--- config.mk ---
export PLATFORM = sky130hd
export DESIGN_NAME = sram_fifo_ctrl_flat
export DESIGN_NICKNAME = d
export VERILOG_FILES = /design/src/rtl/cnn_mem_pkg.sv /design/src/rtl/sram_fifo_ctrl_if.sv /design/src/rtl/fifo_skid2.sv /design/src/rtl/sram_fifo_ctrl.sv /design/src/flat_wrapper.sv
export SDC_FILE = /design/constraint.sdc
export NUM_CORES = 1
export LEC_CHECK = 0
export BUFFER_PORTS_ARGS = -buffer_cell sky130_fd_sc_hd__buf_2
export CAP_MARGIN = 20
export CORE_MARGIN = 1.5
export CORE_UTILIZATION = 35
export CTS_CLUSTER_SIZE = 24
export DETAILED_ROUTE_END_ITERATION = 16
export GPL_TIMING_DRIVEN = 0
export SLEW_MARGIN = 10
export SYNTH_ARGS = -nofsm -noshare
export SYNTH_HDL_FRONTEND = slang
export SYNTH_SLANG_ARGS = --single-unit
--- constraint.sdc ---
create_clock -name clk -period 6.8 [get_ports clk]
set_input_delay 0.68 -clock clk [delete_from_list [all_inputs] [get_ports clk]]
set_output_delay 0.68 -clock clk [all_outputs]
set_load 0.02 [all_outputs]
--- src/rtl/cnn_mem_pkg.sv ---
// Shared definitions for CNN line/feature buffer memories built on
// two-port 1W1R register-file macros.
package cnn_mem_pkg;

    // Macro chip enables are active low
    localparam logic SRAM_CEN_ON  = 1'b0;
    localparam logic SRAM_CEN_OFF = 1'b1;

    // Cycles from the edge that samples CENA=0 until QA holds the word
    localparam int SRAM_RD_LAT = 1;

    // Output buffering needed to hide the read latency at full rate
    localparam int SKID_ENTRIES = SRAM_RD_LAT + 1;

    // Pointer advance with wrap for depths that are not a power of two
    function automatic int unsigned ptr_inc(input int unsigned ptr, input int unsigned depth);
        return (ptr == depth - 1) ? 0 : ptr + 1;
    endfunction

endpackage

--- src/rtl/sram_fifo_ctrl_if.sv ---
// Valid/ready word stream used on both sides of the SRAM FIFO controller.
interface sram_fifo_ctrl_if #(
    parameter int WIDTH = 96
) ();

    logic             valid;
    logic             ready;
    logic [WIDTH-1:0] data;

    modport master (output valid, output data, input ready);
    modport slave  (input valid, input data, output ready);

endinterface

--- src/rtl/fifo_skid2.sv ---
// Two-entry in-order buffer that catches words returning from the macro
// read port and presents the oldest one as the FIFO head.
module fifo_skid2 #(
    parameter int WIDTH = 96
) (
    input  logic             clk,
    input  logic             rstn,
    input  logic             clr,
    input  logic             capture,
    input  logic [WIDTH-1:0] cap_data,
    input  logic             pop,
    output logic [1:0]       buf_cnt,
    output logic             out_valid,
    output logic [WIDTH-1:0] out_data
);

    logic [WIDTH-1:0] head;
    logic [WIDTH-1:0] tail;
    logic             pop_ok;

    assign pop_ok    = pop && (buf_cnt != 2'd0);
    assign out_valid = (buf_cnt != 2'd0);
    assign out_data  = head;

    // Capture lands behind any held word; a pop shifts the tail forward
    always_ff @(posedge clk or negedge rstn) begin
        if (!rstn) begin
            buf_cnt <= 2'd0;
            head    <= '0;
            tail    <= '0;
        end else if (clr) begin
            buf_cnt <= 2'd0;
        end else begin
            case ({capture, pop_ok})
                2'b10: begin
                    if (buf_cnt == 2'd0) begin
                        head <= cap_data;
                    end else begin
                        tail <= cap_data;
                    end
                    buf_cnt <= buf_cnt + 2'd1;
                end
                2'b01: begin
                    head    <= tail;
                    buf_cnt <= buf_cnt - 2'd1;
                end
                2'b11: begin
                    if (buf_cnt == 2'd1) begin
                        head <= cap_data;
                    end else begin
                        head <= tail;
                        tail <= cap_data;
                    end
                end
                default: begin
                end
            endcase
        end
    end

endmodule

--- src/rtl/sram_fifo_ctrl.sv ---
// Valid/ready FIFO controller driving one external 1W1R register-file
// macro. The macro's one-cycle read latency is hidden by a two-entry
// output buffer so one push and one pop can happen every cycle.
module sram_fifo_ctrl
    import cnn_mem_pkg::*;
#(
    parameter  int WIDTH = 96,
    parameter  int DEPTH = 256,
    localparam int AW    = $clog2(DEPTH),
    localparam int CW    = $clog2(DEPTH + 3)
) (
    input  logic             clk,
    input  logic             rstn,
    input  logic             clr,
    sram_fifo_ctrl_if.slave  in_if,
    sram_fifo_ctrl_if.master out_if,
    output logic [CW-1:0]    count,
    output logic             sram_cenb,
    output logic [AW-1:0]    sram_ab,
    output logic [WIDTH-1:0] sram_db,
    output logic             sram_cena,
    output logic [AW-1:0]    sram_aa,
    input  logic [WIDTH-1:0] sram_qa
);

    logic [AW-1:0] wptr;
    logic [AW-1:0] rptr;
    logic [CW-1:0] sram_cnt;
    logic          inflight;
    logic [1:0]    buf_cnt;
    logic          buf_valid;
    logic          in_ready;
    logic          push;
    logic          pop;
    logic          rd;
    logic [2:0]    occ_next;

    // Ready is held low during reset and flush so no write can sneak in
    assign in_ready = rstn && !clr && (sram_cnt < CW'(DEPTH));
    assign push     = in_if.valid && in_ready;
    assign pop      = buf_valid && out_if.ready;

    // Issue a read only if the word will still have a buffer slot when it returns
    assign occ_next = 3'(buf_cnt) + 3'(inflight) - 3'(pop);
    assign rd       = (sram_cnt != '0) && (occ_next < 3'(SKID_ENTRIES)) && !clr;

    assign in_if.ready = in_ready;
    assign sram_cenb   = push ? SRAM_CEN_ON : SRAM_CEN_OFF;
    assign sram_ab     = wptr;
    assign sram_db     = in_if.data;
    assign sram_cena   = rd ? SRAM_CEN_ON : SRAM_CEN_OFF;
    assign sram_aa     = rptr;

    assign count = sram_cnt + CW'(inflight) + CW'(buf_cnt);

    // Pointer, occupancy and in-flight tracking for the macro ports
    always_ff @(posedge clk or negedge rstn) begin
        if (!rstn) begin
            wptr     <= '0;
            rptr     <= '0;
            sram_cnt <= '0;
            inflight <= 1'b0;
        end else if (clr) begin
            wptr     <= '0;
            rptr     <= '0;
            sram_cnt <= '0;
            inflight <= 1'b0;
        end else begin
            if (push) begin
                wptr <= AW'(ptr_inc(32'(wptr), DEPTH));
            end
            if (rd) begin
                rptr <= AW'(ptr_inc(32'(rptr), DEPTH));
            end
            sram_cnt <= sram_cnt + CW'(push) - CW'(rd);
            inflight <= rd;
        end
    end

    fifo_skid2 #(
        .WIDTH(WIDTH)
    ) u_skid (
        .clk      (clk),
        .rstn     (rstn),
        .clr      (clr),
        .capture  (inflight),
        .cap_data (sram_qa),
        .pop      (pop),
        .buf_cnt  (buf_cnt),
        .out_valid(buf_valid),
        .out_data (out_if.data)
    );

    assign out_if.valid = buf_valid;

endmodule

--- src/flat_wrapper.sv ---
// flat-port wrapper written by rule: the top's interface ports become plain ports
module sram_fifo_ctrl_flat import cnn_mem_pkg::*;
#(
    parameter  int WIDTH = 96,
    parameter  int DEPTH = 256,
    localparam int AW    = $clog2(DEPTH),
    localparam int CW    = $clog2(DEPTH + 3)
)
  (clk, rstn, clr, count, sram_cenb, sram_ab, sram_db, sram_cena, sram_aa, sram_qa, in_if_valid, in_if_data, in_if_ready, out_if_valid, out_if_data, out_if_ready);
  sram_fifo_ctrl_if #(.WIDTH(WIDTH)) in_if_i ();
  sram_fifo_ctrl_if #(.WIDTH(WIDTH)) out_if_i ();
  input  logic clk;
  input  logic rstn;
  input  logic clr;
  output logic [CW-1:0] count;
  output logic sram_cenb;
  output logic [AW-1:0] sram_ab;
  output logic [WIDTH-1:0] sram_db;
  output logic sram_cena;
  output logic [AW-1:0] sram_aa;
  input  logic [WIDTH-1:0] sram_qa;
  input wire logic [$bits(in_if_i.valid)-1:0] in_if_valid;
  input wire logic [$bits(in_if_i.data)-1:0] in_if_data;
  output wire logic [$bits(in_if_i.ready)-1:0] in_if_ready;
  output wire logic [$bits(out_if_i.valid)-1:0] out_if_valid;
  output wire logic [$bits(out_if_i.data)-1:0] out_if_data;
  input wire logic [$bits(out_if_i.ready)-1:0] out_if_ready;
  assign in_if_i.valid = in_if_valid;
  assign in_if_i.data = in_if_data;
  assign in_if_ready = in_if_i.ready;
  assign out_if_valid = out_if_i.valid;
  assign out_if_data = out_if_i.data;
  assign out_if_i.ready = out_if_ready;
  sram_fifo_ctrl #(.WIDTH(WIDTH), .DEPTH(DEPTH)) u_core (.clk(clk), .rstn(rstn), .clr(clr), .in_if(in_if_i), .out_if(out_if_i), .count(count), .sram_cenb(sram_cenb), .sram_ab(sram_ab), .sram_db(sram_db), .sram_cena(sram_cena), .sram_aa(sram_aa), .sram_qa(sram_qa));
endmodule
# Word level (Yosys, flattened, before mapping)
# Cells that the tools add are included.
[classes]
n_addsub = 10
multipliers = 0
n_div = 0
n_lt_le_gt_ge = 2
n_eq_ne = 9
shift = 0
mux = 18
n_bitwise = 1
reduce_logical = 18
[op_table]
columns = ["cell", "n"]
rows = [
  ["$mux 96", 4],
  ["$pmux 96 s3", 1],
  ["$pmux 96 s2", 1],
  ["$mux 8", 6],
  ["$add 9x1->9", 2],
  ["$add 8x1->8 const B", 2],
  ["$eq 8x8->1 const B", 2],
  ["$add 9x2->9", 1],
  ["$lt 9x9->1 const B", 1],
  ["$mux 9", 1],
  ["$reduce_bool 9->1", 1],
  ["$sub 9x1->9", 1],
  ["$reduce_bool 2->1", 4],
  ["$logic_and 1x1->1", 7],
  ["$ne 2x2->1 const B", 3],
  ["$reduce_bool 3->1", 2],
  ["$eq 2x1->1 const B", 2],
  ["$eq 2x2->1 const B", 2],
  ["$pmux 2 s2", 1],
  ["$reduce_and 4->1", 1],
  ["$add 2x1->3", 1],
  ["$lt 3x2->1 const B", 1],
  ["$mux 1", 3],
  ["$reduce_and 3->1", 1],
  ["other kinds (7)", 7],
]
[totals]
reg_bits = 220
latch_bits = 0
ramBits = 0
romBits = 0
output_inout_bits = 221
memories = 0

# Longest topological paths before layout
# Gate-level depths: netlist of the first run.
[depth]
ltp_word = 8
depth_mapped = 19

# Hierarchy
# Synthesis of the first run repeated with hierarchy kept, for this count alone.
[hier_totals]
cells_unflattened = 1093
hier_area_um2 = 11334.6
[modules_own_cells]
columns = ["mod", "n_inst", "cells_each", "area_each_um2"]
rows = [
  ["fifo_skid2", 1, 783, 8613.3],
  ["sram_fifo_ctrl", 1, 310, 2721.4],
]

# Least setup slack after synthesis of the first run
# OpenSTA, ideal clock, no wires.
[synth_timing]
path_type = "register to register"
start = "reg u_core.u_skid.buf_cnt[1]"
end = "reg u_core.sram_cnt[6]"
setup_ns = 0.150
arrival_time_ns = 4.031
setup_slack_ns = 2.619
path_stages_with_launch = 20
n_path_buf = 1
period_less_slack_ns = 4.181
path_cell_list = "dfrtp_1 -> inv_1 -> ha_1 -> nand2b_2 -> inv_2 -> ha_1 -> nand2b_1 -> fa_1 -> xnor2_1 -> o311ai_4 -> buf_4 -> nor2_1 -> ha_1 -> inv_1 -> ha_1 -> fa_1 -> a211o_1 -> a31oi_1 -> mux2i_1 -> o311ai_0"
[synth_via]
elab_chain_cells = 8
[synth_lines]
columns = ["element", "line", "source"]
rows = [
  ["start: declaration", "fifo_skid2.sv:12", "output logic [1:0] buf_cnt,"],
  ["start signal: assignment", "fifo_skid2.sv:41", "buf_cnt <= buf_cnt + 2'd1;"],
  ["start signal: assignment", "fifo_skid2.sv:45", "buf_cnt <= buf_cnt - 2'd1;"],
  ["branches (longest 2 deep; another with $add 2x1->3)", "-", ""],
  ["$sub 3x1->3 (*)", "sram_fifo_ctrl.sv:44", "assign occ_next = 3'(buf_cnt) + 3'(inflight) - 3'(pop);"],
  ["$lt 3x2->1 (*)", "sram_fifo_ctrl.sv:45", "assign rd = (sram_cnt != '0) && (occ_next < 3'(SKID_ENTRIES)) && !clr;"],
  ["$logic_and 1x1->1 (*) (2 in a row)", "sram_fifo_ctrl.sv:45", ""],
  ["$sub 9x1->9 (*)", "sram_fifo_ctrl.sv:75", "sram_cnt <= sram_cnt + CW'(push) - CW'(rd);"],
  ["$mux 9 (*)", "sram_fifo_ctrl.sv:63", "end else if (clr) begin"],
  ["end signal: assignment", "sram_fifo_ctrl.sv:75", ""],
  ["end: declaration", "sram_fifo_ctrl.sv:28", "logic [CW-1:0] sram_cnt;"],
]
# Mark *: on every way between the ends.
# A chain may end at the register's enable or synchronous reset.

# Worst setup path after layout of the first run
# Same ends and word-level chain as after synthesis.

==> reports/metrics.cfg, run 1 <==
[outcome]
outcome = finished clean

[layout]
nets = 1525
layout.core_utilization = 0.457
final_cell_area_sq_mm = 0.0140
flow.area_growth_from_synthesis_pct = 28.7
fraction_of_final_layout_cells_with_drive_strength_greater_than_1 = 0.456

[pwr]
p_seq_frac = 0.344
pwr-share-clk = 0.232
p_sw_frac = 0.382
power.density_cell_area_mw_per_mm2 = 466
cellLeakagePower_nw = 7.25
internal_power_w = 0.00403
power_switching_w = 0.00249
irDropWorstVdd_uv = 249
power_share_of_the_combinational_group = 0.424

[detailed_routing]
postRouteWirelength_um = 28000
drt-pass1-iter-count = 4
ant_nets = 0
route.detailed.drc = 0
dr_wl_cell_um = 16.3
via_count = 8172
detailedRoute.firstIterationViolations = 242
post_drt_via_cell_ratio = 4.75

[worst_setup_path]
worstPathBufferInverterCount = 4
path_delay_family = adder cells
timing.critical_path.fanout_max = 10
critical_path_required_ns = 7.17
largest_stage_delay_on_the_critical_path_ns = 0.51
critical-path-slowest-cell = dfrtp_1
sort_of_element_at_the_end_of_the_critical_path = register
critical_path_source_type = register
timing_worst_setup_path_type = register to register
timing.critical_path.arrival_ns = 5.03
cpMostUsedCell = ha_1
worstPathCellList = inv_1, ha_1, nand2b_2, inv_2, ha_1, nand2b_1, fa_1, xnor2_1, o311ai_4, buf_4, nor2_1, ha_1, inv_1, ha_1, fa_1, a211o_1, a31oi_1, mux2i_1, o311ai_0

[clock_tree]
clock_sinks = 220
clockBufferDepth = 3
post_cts_setup_bufs = 0
worst_setup_hold_path_clk_slew_ns = 0.06
ctsHoldBuffers = 0
cts-resized-gates = 0
insertion_delay_ns = 0.54
ctsRootBufferMaster = clkbuf_16
cts-htree-levels = 1
cts_buffers = 26
tritoncts_clock_tree = done

[global_route]
globalRouteTotalUtil = 0.167
grt_max_degree = 88
antenna_found_initial = 2
global_route.overflow_total = 0
vias_in_the_first_global_route = 7751
wire_length_of_the_first_global_routing_pass_um = 42000

[synthesis]
synthCells = 951
yosys_warning_count = 0
synth.distinct_cells = 54
async_reset_ff_frac = 1.00
ys_ff_latch = 220
syn_area_sq_mm = 0.0109
syn_avg_cell_area_sq_um = 11.4
synth_enable_flop_cells = 0
yosys_most_used_dff = dfrtp_1
synth_seq_area_share = 0.507
mappedNetlistNets = 1175

[sta]
totalNegativeSetupSlack_ns = 0
timing.final.ws_setup_ns = 2.15
fmax_ghz = 0.215
max_slew_violation_count = 0
min_period_over_period = 0.684
max-slew-margin-rel = 0.550
finalWorstPathRequiredPeriod_ns = 4.65
finalClockSkew_ns = 0.0123
worstMarginPinSlew_ns = 0.675
hold_violations = 0
setup_violations = 0
grt_setup_unrepaired = no

[hold_path]
hold_path_class = input pin to async pin

[placed_design]
placement.setup.worst_slack_ns = 2.18
gp_congestion = 0.817
detailed_placement_wirelength_estimate_um = 20100
io_buffer_count = 320
place_area_sq_mm = 0.0130

[floorplan]
design.portCount = 418
placementRows = 64
dieHeight_um = 179
die_w_um = 179
floorplan.die_area_sq_mm = 0.0321
initial_core_util = 0.355
core_region_area_sq_mm = 0.0306

[job]
max_cap_violations = 0

## stage by stage
step / hold WS, ns / power, W / cells
global route: 0.0636 / 0.00698 / 1717
CTS: 0.0424 / 0.00662 / 1717
floorplan: 0.384 / 0.00417 / 951
global placement: 0.473 / 0.00500 / 1667
detailed placement: 0.480 / 0.00506 / 1669
finish: 0.0551 / 0.00652 / 1719
## cells by family (layout without fill, tap and decap cells)
group | count (synthesis) | count (layout) | share of synthesized area
AO/OA/AOI/OAI | 144 | 144 | 0.0745
XOR/XNOR | 16 | 16 | 0.0129
adder cells (fa/ha/maj) | 27 | 27 | 0.0339
buffers and inverters | 168 | 538 | 0.102
flip-flops | 220 | 220 | 0.507
multiplexers | 197 | 197 | 0.193
other | 0 | 2 | 0
AND/OR/NAND/NOR | 179 | 179 | 0.0766
## metal layers
layer  wire length (um)  up-vias  global-route usage
met4                502        0              0.0337
li1                   -     3914                   -
met3               2150       33              0.0418
met2              13800      261               0.289
met1              11600     3964               0.211
met5                  0        -                   0
## area by class of cell
cell class,instances,area [sq um]
diodes,2,5.00
flip-flops and latches,220,5510
plain buffers,146,1030
well taps,396,495
multi-input cells,563,4240
clock buffers,37,782
repair buffers,322,1670
fillers,2951,16600
inverters,22,82.6
clock inverters,11,169
## registers in the layout, summed over array words and instances, names as in the netlist
signal                  cells
u_core.sram_cnt             9
u_core.u_skid.buf_cnt       2
u_core.inflight             1
u_core.u_skid.out_data     96
u_core.u_skid.tail         96
u_core.sram_ab              8
u_core.sram_aa              8
## power by group through the flow
| stage | combinational, W | sequential (W) | clock (W) |
|---|---|---|---|
| after detailed placement | 0.00280 | 0.00227 | 0 |
| after floorplan | 0.00160 | 0.00257 | 0 |
| after global placement | 0.00275 | 0.00224 | 0 |
| after CTS | 0.00281 | 0.00225 | 0.00156 |
| final | 0.00277 | 0.00224 | 0.00151 |
| after global routing | 0.00305 | 0.00232 | 0.00160 |
## Yosys cell counts (2+ instances only)
cell | n | area (sq um)
a2111oi_0 | 2 | 17.5
a211oi_1 | 2 | 15.0
a21o_1 | 2 | 15.0
a21oi_1 | 110 | 551
a31oi_1 | 3 | 18.8
and2_1 | 2 | 12.5
and3_1 | 3 | 18.8
and4_1 | 2 | 17.5
buf_2 | 28 | 140
buf_4 | 99 | 743
buf_6 | 10 | 113
clkbuf_1 | 8 | 30.0
dfrtp_1 | 220 | 5510
fa_1 | 4 | 80.1
ha_1 | 23 | 288
inv_1 | 19 | 71.3
inv_2 | 3 | 11.3
mux2_1 | 9 | 101
mux2_2 | 87 | 980
mux2i_1 | 101 | 1010
nand2_1 | 11 | 41.3
nand2b_1 | 3 | 18.8
nand3_1 | 11 | 55.1
nand4_1 | 8 | 50.1
nor2_1 | 111 | 417
nor2b_1 | 3 | 18.8
nor3_1 | 6 | 30.0
nor3b_1 | 2 | 15.0
nor4_1 | 2 | 12.5
o21a_1 | 2 | 15.0
o21ai_0 | 10 | 50.1
o21bai_1 | 2 | 15.0
or3_1 | 6 | 37.5
or4_1 | 3 | 22.5
xnor2_1 | 11 | 96.3
xor2_1 | 5 | 43.8
## worst register-to-register path, delay by kind of cell, from the launching register on
family	cells	cell delay [ns]
XOR/XNOR	1	0.16
adder cells (fa/ha/maj)	6	1.77
AO/OA/AOI/OAI	4	0.87
multiplexers	1	0.20
AND/OR/NAND/NOR	3	0.46
buffers and inverters	4	0.52
flip-flops	1	0.51
## layout by cell type, fill, tap and decap left out, drive strengths merged, types with 3 or more instances in the layout
master and instances:
buf 460, dfrtp 220, nor2 111, a21oi 111, mux2i 101, mux2 96
clkbuf 45, ha 23, inv 22, nand2 12, xnor2 11, nand3 11
o21ai 10, nand4 9, nor3 6, or3 6, clkinv 6, xor2 5
fa 4, bufinv 4, nand2b 4, nor2b 3, a31oi 3, or4 3
and3 3
## worst paths after layout
kind,start,endpoint,slack [ns],cells after the start
setup / recovery,u_core.u_skid.buf_cnt[1],u_core.sram_cnt[6],2.15,19
hold / removal,rstn,u_core.u_skid.tail[76],0.06,1
setup reg to reg,u_core.u_skid.buf_cnt[1],u_core.sram_cnt[6],2.15,19
hold reg to reg,u_core.u_skid.tail[89],u_core.u_skid.tail[89],0.49,1
max in group asynchronous,rstn,u_core.u_skid.out_data[7],5.57,3
min in group clk,sram_qa[76],u_core.u_skid.tail[76],0.38,2
(Power assumes the default switching activity.)
==> run 2: changes to the inputs <==
==> constraint.sdc (replaced) <==
create_clock -name clk -period 4.6 [get_ports clk]
set_input_delay 0.46 -clock clk [delete_from_list [all_inputs] [get_ports clk]]
set_output_delay 0.46 -clock clk [all_outputs]
set_load 0.02 [all_outputs]
==> run 2 against run 1 <==
Final area grew 0.56%. Sequential power grew 48%. Core utilization grew 0.26 points. Critical path depth is the same. Via count is essentially flat. Clock-buffer cell count is the same. Power grew 49%. Die area is the same. Register-to-register slack lost 1.9 ns. Final cell count grew 0.47%. Hold slack gained 0.098 ns. Largest cell class unchanged.
==> reports/metrics.cfg, run 2 (synthesis results as in run 1) <==
[outcome]
outcome = finished clean

[pwr]
p_seq_frac = 0.340  ; -0.004
cellLeakagePower_nw = 7.29  ; +0.51%
p_sw_frac = 0.380  ; -0.00127
power_switching_w = 0.00370  ; +49%
pwr-share-clk = 0.230  ; -0.002
power.density_cell_area_mw_per_mm2 = 693  ; +49%
power_share_of_the_combinational_group = 0.430  ; +0.006
irDropWorstVdd_uv = 382  ; +54%
totalPowerFinal_w = 0.00974  ; +49%
internal_power_w = 0.00603  ; +50%

[placed_design]
gp_congestion = 0.817  ; unchanged
io_buffer_count = 320  ; unchanged
place_area_sq_mm = 0.0130  ; unchanged
detailed_placement_wirelength_estimate_um = 20100  ; unchanged
placed_cells_incl_taps = 1669  ; unchanged

[detailed_routing]
postRouteWirelength_um = 28000  ; +0.15%
ant_nets = 0  ; unchanged
route.detailed.drc = 0  ; unchanged
drt-pass1-iter-count = 4  ; unchanged
dr_wl_cell_um = 16.2  ; -0.32%
detailedRoute.firstIterationViolations = 227  ; -6.2%
post_drt_via_cell_ratio = 4.73  ; -0.54%
via_count = 8166  ; -0.073%

[worst_setup_path]
critical_path.startpoint = u_core.u_skid.buf_cnt[0]
timing_worst_setup_path_type = register to register
critical_path_source_type = register
path_delay_family = adder cells
cpMostUsedCell = ha_1
worst_r2r_endpoint = u_core.sram_cnt[6]
worstPathCellList = inv_1, ha_1, nand2b_2, inv_2, ha_1, nand2b_1, fa_1, xnor2_2, o311ai_4, buf_6, nor2_1, ha_1, inv_1, ha_1, fa_2, a211o_1, a31oi_2, mux2i_1, o311ai_0
critical_path.reg2reg.startpoint = u_core.u_skid.buf_cnt[0]
reg2reg_setup_slack_ns = 0.28  ; -1.87 ns
worstPathBufferInverterCount = 4  ; unchanged
timing.critical_path.arrival_ns = 4.70  ; -0.33 ns
critical-path-slowest-cell = fa_1
largest_stage_delay_on_the_critical_path_ns = 0.41  ; -0.10 ns
sort_of_element_at_the_end_of_the_critical_path = register
critical_path_depth = 19  ; unchanged
reg2regPathDepth = 19  ; unchanged
critical_path_required_ns = 4.97  ; -2.20 ns
timing.critical_path.fanout_max = 8  ; -2

[floorplan]
placementRows = 64  ; unchanged
core_region_area_sq_mm = 0.0306  ; unchanged
design.portCount = 418  ; unchanged
floorplan.die_area_sq_mm = 0.0321  ; unchanged
initial_core_util = 0.355  ; unchanged
dieHeight_um = 179  ; unchanged
die_w_um = 179  ; unchanged

[clock_tree]
insertion_delay_ns = 0.54  ; about the same
cts-htree-levels = 1  ; unchanged
clock_sinks = 220  ; unchanged
ctsRootBufferMaster = clkbuf_16
clockBufferDepth = 3  ; unchanged
tritoncts_clock_tree = done
worst_setup_hold_path_clk_slew_ns = 0.06  ; about the same
cts_buffers = 26  ; unchanged

[global_route]
vias_in_the_first_global_route = 7768  ; +0.22%
global_route.overflow_total = 0  ; unchanged
grt_max_degree = 88  ; unchanged
antenna_found_initial = 2  ; unchanged
globalRouteTotalUtil = 0.167  ; about the same
wire_length_of_the_first_global_routing_pass_um = 42000  ; about the same

[job]
max_cap_violations = 0  ; unchanged

[sta]
finalWorstPathRequiredPeriod_ns = 4.32  ; -0.329 ns
hold_slack_ns = 0.153  ; +0.0981 ns
max-slew-margin-rel = 0.553  ; +0.00367
min_period_over_period = 0.940  ; +0.256
grt_setup_unrepaired = no
finalClockSkew_ns = 0.0102  ; -0.00206 ns
setup_violations = 0  ; unchanged
worstMarginPinSlew_ns = 0.670  ; -0.00550 ns
hold_violations = 0  ; unchanged
fmax_ghz = 0.231  ; +7.6%
max_slew_violation_count = 0  ; unchanged

[hold_path]
hold_path_depth = 2
hold_path_class = input pin to register
hold_path_end = u_core.u_skid.tail[76]
hold_path.startpoint = sram_qa[76]

[layout]
fill_cell_instance_count_of_the_final_layout = 2941  ; -0.34%
final_cell_area_sq_mm = 0.0141  ; +0.56%
stdcell_count = 1727  ; +0.47%
layout.cells.most_common = buf_2
top_library_cells_by_usage_in_the_layout_fill_and_taps_aside = buf_2 (347), dfrtp_1 (219), nor2_1 (111), a21oi_1 (110), buf_4 (104)
flow.area_growth_from_synthesis_pct = 29.4
nets = 1532  ; +0.46%
fraction_of_final_layout_cells_with_drive_strength_greater_than_1 = 0.462  ; +0.00512

-- run 2: repair_timing --
item	CTS	global route
gates resized for setup	1	4
hold buffers	1	0
pin swaps	0	0
cloned	0	0
hold endpoints to repair	51	0
setup endpoints to repair	1	2
setup buffers	0	6
-- run 2: layout make-up --
class	count	area, sq um	area share
Antenna cell	3	7.51	0.000534
Buffer	146	1030	0.0735
Clock buffer	37	782	0.0556
Clock inverter	11	169	0.0120
Inverter	22	82.6	0.00588
Multi-Input combinational cell	563	4260	0.303
Sequential cell	220	5510	0.392
Tap cell	396	495	0.0353
Timing Repair Buffer	329	1720	0.122
-- run 2: worst max-delay path by stage --
stage / slack (ns) / endpoint
after CTS: 0.04 / u_core.sram_cnt[6]
after detailed placement: -0.02 / u_core.sram_cnt[6]
after floorplan: 0.42 / u_core.sram_cnt[6]
after global placement: -1.68 / u_core.sram_cnt[6]
final: 0.28 / u_core.sram_cnt[6]
after global routing: 0.02 / u_core.sram_cnt[6]
-- run 2: layer usage --
layer  GRT usage  up-vias  wire [um]
li1            -     3926          -
met1       0.211     3951      11600
met2       0.289      259      13800
met3      0.0418       30       2130
met4      0.0337        0        514
met5           0        -          0
-- run 2: stage by stage --
| stage | utilization | setup TNS, ns | setup WS, ns |
|---|---|---|---|
| 3_3_place_gp | 0.424 | -241.28 | -1.68 |
| 2_1_floorplan | - | 0 | 0.419 |
| 5_1_grt | 0.459 | 0 | 0.0172 |
| 3_5_place_dp | 0.426 | -0.0210 | -0.0210 |
| 6_report | 0.460 | 0 | 0.275 |
| 4_1_cts | 0.457 | 0 | 0.0406 |
-- run 2: power groups by stage --
| stage | clock (W) | sequential (W) | combinational, W |
|---|---|---|---|
| global route | 0.00237 | 0.00343 | 0.00462 |
| global placement | 0 | 0.00332 | 0.00407 |
| CTS | 0.00231 | 0.00332 | 0.00415 |
| floorplan | 0 | 0.00380 | 0.00237 |
| detailed placement | 0 | 0.00335 | 0.00413 |
| finish | 0.00223 | 0.00331 | 0.00419 |
==> run 3: changes to the inputs <==
--- a/config.mk
+++ b/config.mk
@@ -7,11 +7,14 @@
 export LEC_CHECK = 0
 export BUFFER_PORTS_ARGS = -buffer_cell sky130_fd_sc_hd__buf_2
 export CAP_MARGIN = 20
+export CELL_PAD_IN_SITES_DETAIL_PLACEMENT = 0
+export CELL_PAD_IN_SITES_GLOBAL_PLACEMENT = 1
 export CORE_MARGIN = 1.5
 export CORE_UTILIZATION = 35
 export CTS_CLUSTER_SIZE = 24
 export DETAILED_ROUTE_END_ITERATION = 16
 export GPL_TIMING_DRIVEN = 0
+export PLACE_DENSITY_LB_ADDON = 0.1
 export SLEW_MARGIN = 10
 export SYNTH_ARGS = -nofsm -noshare
 export SYNTH_HDL_FRONTEND = slang
==> run 3 against run 2 <==
Hold slack better by 0.0050 ns. Largest cell class unchanged. Setup slack improved by 0.0075 ns. Power shrank 2.9%. Flip-flop and latch count stayed put. Largest power group unchanged. Critical path type unchanged. Global-route usage about the same. Combinational power down 1%. Critical endpoint unchanged.
==> reports/metrics.cfg, run 3 (synthesis results as in run 1) <==
[hold_path]
hold_path_class = input pin to register
hold_path_end = u_core.u_skid.tail[94]
hold_path_depth = 2  ; unchanged
hold_path.startpoint = sram_qa[94]

[placed_design]
gp_congestion = 0.772  ; -5.4%
io_buffer_count = 320  ; unchanged
detailed_placement_wirelength_estimate_um = 19500  ; -2.8%
placed_cells_incl_taps = 1669  ; unchanged
place_area_sq_mm = 0.0130  ; unchanged

[detailed_routing]
postRouteWirelength_um = 27800  ; -1.0%
post_drt_via_cell_ratio = 4.66  ; -1.5%
detailedRoute.firstIterationViolations = 198  ; -13%
drt-pass1-iter-count = 4  ; unchanged
via_count = 8022  ; -1.8%
dr_wl_cell_um = 16.1  ; -0.78%
route.detailed.drc = 0  ; unchanged
ant_nets = 0  ; unchanged

[worst_setup_path]
critical_path_source_type = register
worst_r2r_endpoint = u_core.sram_cnt[6]
critical_path.reg2reg.startpoint = u_core.u_skid.buf_cnt[0]
sort_of_element_at_the_end_of_the_critical_path = register
reg2reg_setup_slack_ns = 0.28  ; about the same
timing.critical_path.arrival_ns = 4.68  ; -0.02 ns
reg2regPathDepth = 19  ; unchanged
timing.critical_path.fanout_max = 8  ; unchanged
timing_worst_setup_path_type = register to register
critical_path_required_ns = 4.96  ; about the same

[clock_tree]
ctsRootBufferMaster = clkbuf_16
insertion_delay_ns = 0.53  ; about the same
clockBufferDepth = 3  ; unchanged
worst_setup_hold_path_clk_slew_ns = 0.06  ; about the same
tritoncts_clock_tree = done
cts_buffers = 27  ; +3.8%
clock_sinks = 220  ; unchanged
cts-htree-levels = 1  ; unchanged

[global_route]
vias_in_the_first_global_route = 7579  ; -2.4%
global_route.overflow_total = 0  ; unchanged
globalRouteTotalUtil = 0.167  ; -0.000312
antenna_found_initial = 5  ; +3
grt_max_degree = 96  ; +9.1%
wire_length_of_the_first_global_routing_pass_um = 41900  ; -0.33%

[floorplan]
dieHeight_um = 179  ; unchanged
core_region_area_sq_mm = 0.0306  ; unchanged
placementRows = 64  ; unchanged
design.portCount = 418  ; unchanged
die_w_um = 179  ; unchanged
floorplan.die_area_sq_mm = 0.0321  ; unchanged
initial_core_util = 0.355  ; unchanged

[sta]
finalClockSkew_ns = 0.0120  ; +0.00181 ns
max-slew-margin-rel = 0.565  ; +0.0120
worstMarginPinSlew_ns = 0.652  ; -0.0180 ns
hold_slack_ns = 0.158  ; +0.00500 ns
min_period_over_period = 0.939  ; -0.00164
totalNegativeSetupSlack_ns = 0  ; unchanged
setup_violations = 0  ; unchanged
grt_setup_unrepaired = no
max_slew_violation_count = 0  ; unchanged
hold_violations = 0  ; unchanged
fmax_ghz = 0.232  ; +0.17%
finalWorstPathRequiredPeriod_ns = 4.32  ; -0.00753 ns

[pwr]
power.density_cell_area_mw_per_mm2 = 680  ; -1.9%
irDropWorstVdd_uv = 286  ; -25%
cellLeakagePower_nw = 7.21  ; -1.1%
totalPowerFinal_w = 0.00946  ; -2.9%

[layout]
final_cell_area_sq_mm = 0.0139  ; -1.0%
nets = 1529  ; -0.20%
final-seq-area_sq_mm = 0.00551  ; about the same
multi_input_area_sq_mm = 0.00426  ; about the same
fill_cell_instance_count_of_the_final_layout = 3018  ; +2.6%
flow.area_growth_from_synthesis_pct = 28.1
top_library_cells_by_usage_in_the_layout_fill_and_taps_aside = buf_2 (347), dfrtp_1 (218), nor2_1 (111), a21oi_1 (110), mux2i_1 (101)
stdcell_count = 1723  ; -0.23%
layout.cells.most_common = buf_2
fraction_of_final_layout_cells_with_drive_strength_greater_than_1 = 0.457  ; -0.00465

[outcome]
outcome = finished clean

[job]
max_cap_violations = 0  ; unchanged

-- run 3: cell type report --
| type | count | area share |
|---|---|---|
| sequential | 220 | 0.396 |
| multi-input combinational | 563 | 0.306 |
| timing repair buffer | 325 | 0.122 |
| buffer | 146 | 0.0743 |
| clock buffer | 36 | 0.0531 |
| tap | 396 | 0.0356 |
| clock inverter | 12 | 0.00719 |
| inverter | 22 | 0.00593 |
| antenna | 3 | 0.000540 |
-- run 3: routing by layer --
layer	up-vias	track usage	share of wire
met3	30	0.0416	0.066
met4	4	0.0365	0.020
met5	-	0	0.00083
li1	3921	-	-
met1	3835	0.230	0.45
met2	232	0.265	0.46
-- run 3: stage by stage --
step | worst slack [ns] | utilization
after global placement | -1.84 | 0.424
final | 0.283 | 0.455
after detailed placement | -0.0857 | 0.426
after CTS | 0.00211 | 0.453
after global routing | 0.0112 | 0.455
after floorplan | 0.419 | -
-- run 3: how the worst max path moves through the flow --
stage	depth (start not counted)	startpoint	to	slack (ns)
3_3_place_gp	10	rstn	u_core.sram_cnt[6]	-1.84
2_1_floorplan	19	u_core.u_skid.buf_cnt[1]	u_core.sram_cnt[6]	0.42
6_report	19	u_core.u_skid.buf_cnt[0]	u_core.sram_cnt[6]	0.28
4_1_cts	19	u_core.u_skid.buf_cnt[1]	u_core.sram_cnt[6]	0.002
3_5_place_dp	19	u_core.u_skid.buf_cnt[1]	u_core.sram_cnt[6]	-0.09
5_1_grt	19	u_core.u_skid.buf_cnt[0]	u_core.sram_cnt[6]	0.01
-- run 3: what timing repair did --
action | 4_1_cts | 5_1_grt
endpoints found under the hold margin | 57 | 0
resized for setup | 1 | 5
setup buffers | 0 | 2
pin swaps | 0 | 0
setup endpoints to repair | 1 | 2
hold buffers | 1 | 0
-- run 3: power by group --
part,leakage [nW],switching [W],internal (W)
Sequential,2.62,0.000457,0.00284
Combinational,4.19,0.00238,0.00176
Clock,0.408,0.000839,0.00118
Total,7.21,0.00368,0.00578
-- run 3: critical path, cell delays in order (launching register included) --
cell and delay (ns):
dfrtp_2 0.44, inv_1 0.12, ha_1 0.22, nand2b_4 0.18, inv_2 0.05, ha_1 0.25, nand2b_1 0.15, fa_1 0.40
xnor2_2 0.17, o311ai_4 0.15, buf_6 0.18, nor2_1 0.04, ha_1 0.30, inv_1 0.04, ha_1 0.21, fa_2 0.38
a211o_1 0.31, a31oi_1 0.22, mux2i_1 0.19, o311ai_0 0.16
